[src/rtl/a2d_intf.sv]
// a2d_intf: round-robin A2D sequencer in front of SPI_mnrch.
// Every 2^TMR_W clocks it runs one conversion on the next channel in the
// batt -> curr -> brake -> torque rotation. A conversion is two SPI
// transactions: the first selects the channel and the second reads the result.
// The latest 12-bit result of each channel is held for downstream logic.
module a2d_intf #(
  parameter int TMR_W = 14
) (
  input  logic        clk,
  input  logic        rst_n,
  input  logic        done,
  input  logic [15:0] resp,
  output logic        snd,
  output logic [15:0] cmd,
  output logic [11:0] batt,
  output logic [11:0] curr,
  output logic [11:0] brake,
  output logic [11:0] torque,
  output logic        cnv_cmplt
);

  typedef enum logic [1:0] {
    IDLE,
    CMD,
    GAP,
    READ
  } state_t;

  state_t           state_reg, state_next;
  logic [TMR_W-1:0] timer_reg;
  logic [1:0]       rr_cnt_reg, rr_cnt_next;
  logic             snd_reg, snd_next;
  logic [15:0]      cmd_reg, cmd_next;
  logic             cnv_cmplt_reg;
  logic             wr_en;
  logic [2:0]       chnl;
  logic [11:0]      result_reg [4];

  // Map the rotation slot to the ADC128S channel (slots skip channel 2).
  always_comb begin
    chnl = 3'd0;
    case (rr_cnt_reg)
      2'd0:    chnl = 3'd0;
      2'd1:    chnl = 3'd1;
      2'd2:    chnl = 3'd3;
      default: chnl = 3'd4;
    endcase
  end

  // Free-running period timer; the FSM never restarts it, so the period stays fixed.
  always_ff @(posedge clk or negedge rst_n) begin
    if (!rst_n) timer_reg <= '0;
    else        timer_reg <= timer_reg + TMR_W'(1);
  end

  // Sequencer state and registered transaction outputs.
  always_ff @(posedge clk or negedge rst_n) begin
    if (!rst_n) begin
      state_reg     <= IDLE;
      rr_cnt_reg    <= 2'd0;
      snd_reg       <= 1'b0;
      cmd_reg       <= 16'h0000;
      cnv_cmplt_reg <= 1'b0;
    end else begin
      state_reg     <= state_next;
      rr_cnt_reg    <= rr_cnt_next;
      snd_reg       <= snd_next;
      cmd_reg       <= cmd_next;
      cnv_cmplt_reg <= wr_en;
    end
  end

  // Next-state logic. A timer wrap seen outside IDLE is dropped rather than
  // queued, and done is only meaningful while a transaction is in flight.
  always_comb begin
    state_next  = state_reg;
    rr_cnt_next = rr_cnt_reg;
    snd_next    = 1'b0;
    cmd_next    = cmd_reg;
    wr_en       = 1'b0;
    case (state_reg)
      IDLE: begin
        if (&timer_reg) begin
          snd_next   = 1'b1;
          cmd_next   = {2'b00, chnl, 11'h000};
          state_next = CMD;
        end
      end
      CMD: begin
        if (done) state_next = GAP;
      end
      GAP: begin
        snd_next   = 1'b1;
        state_next = READ;
      end
      READ: begin
        if (done) begin
          wr_en       = 1'b1;
          rr_cnt_next = rr_cnt_reg + 2'd1;
          state_next  = IDLE;
        end
      end
      default: state_next = IDLE;
    endcase
  end

  // One result register per rotation slot; only the selected slot is written.
  generate
    for (genvar gi = 0; gi < 4; gi++) begin : g_result
      // Capture the low 12 bits of the read response for this slot.
      always_ff @(posedge clk or negedge rst_n) begin
        if (!rst_n)                              result_reg[gi] <= 12'h000;
        else if (wr_en && rr_cnt_reg == 2'(gi))  result_reg[gi] <= resp[11:0];
      end
    end
  endgenerate

  assign snd       = snd_reg;
  assign cmd       = cmd_reg;
  assign cnv_cmplt = cnv_cmplt_reg;
  assign batt      = result_reg[0];
  assign curr      = result_reg[1];
  assign brake     = result_reg[2];
  assign torque    = result_reg[3];

endmodule
[config.mk]
export PLATFORM = sky130hd
export DESIGN_NAME = a2d_intf
export DESIGN_NICKNAME = d
export VERILOG_FILES = /design/src/rtl/a2d_intf.sv
export SDC_FILE = /design/constraint.sdc
export NUM_CORES = 1
export LEC_CHECK = 0
export CORE_MARGIN = 2
export CORE_UTILIZATION = 43
export CTS_CLUSTER_DIAMETER = 50
export DETAILED_ROUTE_END_ITERATION = 8
export PLACE_DENSITY = 0.79
export SETUP_SLACK_MARGIN = 0.05
export SLEW_MARGIN = 20
export SYNTH_ARGS = -nofsm -noshare
export SYNTH_HDL_FRONTEND = slang
export SYNTH_SLANG_ARGS = --single-unit
[constraint.sdc]
create_clock -name clk -period 1.52 [get_ports clk]
set_clock_uncertainty 0.05 [all_clocks]
set_input_delay 0.304 -clock clk [delete_from_list [all_inputs] [get_ports clk]]
set_output_delay 0.304 -clock clk [all_outputs]
set_load 0.02 [all_outputs]
==> qor.log <==
qor: detailed_routing.route.met2.wl 3155 um
qor: timing.finalHoldViolCount 0
qor: global_routing.grt.total_usage 0.1864
qor: place.dpl-instance-area 3988 um2
qor: floorplan.die_h 86.97 um
qor: global_routing.grt_start_max_net_pins 72
qor: cts.cts_tree built
qor: cts.clk_latency 0.34 ns
qor: yosys.ys_seq_area_frac 0.6002
qor: cts.clock_tree.root_cell clkbuf_8
qor: detailed_routing.post-route-drc-count 0
qor: detailed_routing.antenna_left 0
qor: yosys.yosys_register_bits 71
qor: layout.design_area 4444 um2
qor: timing.final_max_slew_violation_count 0
qor: power_and_ir_drop.power.internal 5417 uW
qor: power_and_ir_drop.swShare 0.3654
qor: timing.rsz0062_at_grt true
qor: place.dp_slack -0.2584 ns
qor: floorplan.floorplan.io_pins 85
qor: place.dp.final_hpwl 4109 um
qor: floorplan.floorplan.die_area 7564 um2
qor: detailed_routing.uppermost_metal_layer_occupied_by_signal_nets met4
qor: yosys.synth_top_area_frac 0.6002
qor: detailed_routing.detail_route.vias_per_cell 4.934
qor: floorplan.std_cell_rows 30
qor: global_routing.antenna_found_initial 0
qor: power_and_ir_drop.p_switching 3119 uW
qor: place.place_congestion 0.7091
qor: detailed_routing.drt-pass1-iter-count 4
qor: layout.num_antenna_cells 0
qor: yosys.synth_largest_area_cell dfrtp_1
qor: power_and_ir_drop.p_seq_frac 0.354
qor: layout.most_common_library_cell_in_the_layout_ignoring_fill_and_taps dfrtp_1
qor: layout.layout-area-overhead-vs-synth 50.13%
qor: global_routing.grt_pass1_wl 10650 um
qor: yosys.yosys_synthesis_warning_count 0
qor: yosys.syn_avg_cell_area 14.66 um2
qor: critical_path.worstPathRequired 1.70 ns
qor: power_and_ir_drop.p_clk_frac 0.174
qor: place.placement.io_buffers 67
qor: cts.cts.htree.levels 3
qor: yosys.netlist_instances 202
qor: yosys.cell_area_after_synthesis 2960 um2
qor: layout.final-instance-count-excl-fill 392
qor: power_and_ir_drop.leakagePower 0.002282 uW
qor: timing.finalSetupViolations 40
qor: yosys.netlist_top_cells_area dfrtp_1 60%, mux2_2 19%, ha_1 4.6%
qor: detailed_routing.met3RoutedLength 292 um
qor: yosys.post_synth_num_cell_types 24
qor: power_and_ir_drop.p_per_area 1921 nW/um2
qor: global_routing.congestion_overflow_gr 0
qor: critical_path.crit_path_max_fanout 4
qor: floorplan.initial_core_util 0.4406
qor: run.cap_viol_max_count 0
qor: timing.timing.setup.tns -1.454 ns
qor: power_and_ir_drop.peakVddDrop 0.7883 mV
qor: critical_path.critPathLaunchType flip-flop
qor: layout.final_cell_mix 71 x dfrtp_1, 51 x dlygate4sd2_1, 49 x mux2_4
qor: layout.flip_flop_count_of_the_largest_register_all_copies_and_words_added 14
qor: layout.layout-drive-gt1-share 0.3942
qor: cts.numCtsBuffers 9
qor: timing.maxClockFrequency 609.5 MHz
qor: detailed_routing.routed_wire_length_per_instance 17.14 um
qor: critical_path.end_kind flip-flop
qor: critical_path.timing.critical_path.arrival 1.82 ns
qor: status.violations setup timing
qor: worst_hold_path.hold_class flip-flop to flip-flop
qor: detailed_routing.drt_iter0_drc 135
qor: timing.final.min_clock_period 1.641 ns
qor: floorplan.horiz_die_dim 86.97 um
qor: detailed_routing.wl_met1 3157 um
qor: detailed_routing.routed_via_count 1934
qor: detailed_routing.totalWireLength 6720 um
qor: cts.worst_setup_hold_path_clk_slew 0.07 ns
qor: timing.fin_crit_sh 1.079
qor: floorplan.core-area 6719 um2
qor: cts.clock_path_buffers 2
qor: power_and_ir_drop.power.share.combinational 0.472
qor: cts.numClockSinks 71
qor: status.result_of_the_run finished with violations
qor: global_routing.first_global_vias 2028
qor: timing.setup_ws -0.1208 ns
qor: place.placedCellCount 362
qor: critical_path.timing_worst_setup_path_type flip-flop to flip-flop
qor: layout.num-nets-final 337
## power by group through the flow
| stage | sequential (uW) | combinational, uW | clock [uW] |
|---|---|---|---|
| after floorplan | 3770 | 1460 | 0 |
| after global placement | 3040 | 3800 | 0 |
| after detailed placement | 3060 | 3890 | 0 |
| after CTS | 3000 | 3920 | 1510 |
| after global routing | 3100 | 4270 | 1600 |
| final | 3020 | 4030 | 1480 |
## worst paths after layout
| kind | start | end | slack [ns] | cells after the start |
|---|---|---|---|---|
| hold reg to reg | timer_reg[8] | timer_reg[8] | 0.43 | 1 |
| hold / removal | timer_reg[8] | timer_reg[8] | 0.43 | 1 |
| max in group asynchronous | rst_n | snd | 0.66 | 3 |
| min in group asynchronous | rst_n | torque[8] | 0.45 | 3 |
| setup reg to reg | timer_reg[1] | cmd[13] | -0.12 | 5 |
| setup / recovery | timer_reg[1] | cmd[13] | -0.12 | 5 |
## cells in the mapped netlist
cell type  instances
and2_1             1
and3_1             1
and3_2             1
and3_4             2
and4_1             1
and4_4             2
buf_2              5
buf_4             13
conb_1             1
dfrtp_1           71
ha_1              11
inv_1              5
mux2_2            49
mux2_4             3
mux2i_1            1
nand2_1            8
nand3_1            4
nand4_1            4
nor2_1             3
o21ai_0            1
o2bb2ai_1          1
or2_2              1
xnor2_1            9
xor2_1             4
## routing by layer
metal  vias to the layer above  GRT usage
met3                        12    0.03886
li1                        878          -
met1                       983     0.2562
met4                         0    0.07528
met2                        61     0.2894
met5                         -          0
## through the flow
step	total power [uW]	util	hold WS [ns]
floorplan	5236	-	-0.04159
global placement	6840	0.5935	0.3057
detailed placement	6948	0.5935	0.3130
CTS	8434	0.6499	0.4442
global route	8968	0.6615	0.4695
finish	8536	0.6615	0.4324
## kinds of logic after synthesis
kind of cell,count (synthesis),synth area share
flip-flops,71,0.6002
multiplexers,53,0.2050
AND/OR/NAND/NOR,28,0.05622
buffers and inverters,23,0.04776
XOR/XNOR,13,0.03846
adder cells (fa/ha/maj),11,0.04649
AO/OA/AOI/OAI,2,0.004648
other,1,0.001267
## cell type report
| class | instances | area (um2) |
|---|---|---|
| clock buffer | 9 | 123.9 |
| timing repair buffer | 96 | 870.8 |
| sequential | 71 | 1777 |
| multi-input combinational | 124 | 1481 |
| fill | 472 | 2275 |
| clock inverter | 7 | 72.57 |
| tap | 80 | 100.1 |
| inverter | 5 | 18.77 |
## critical path, stage by stage (launching register included)
cell and delay, ns:
dfrtp_1 0.36, ha_2 0.19, and4_4 0.22, and3_4 0.19, and3_4 0.22, mux2_4 0.30
## what timing repair did
item,in CTS,in global routing
setup endpoints to repair,106,57
pin swaps,5,7
gates cloned,3,1
hold endpoints to repair,71,0
hold buffers,1,0
gates resized for setup,74,13
setup buffers,9,2
Power figures use the tool's default switching activity.
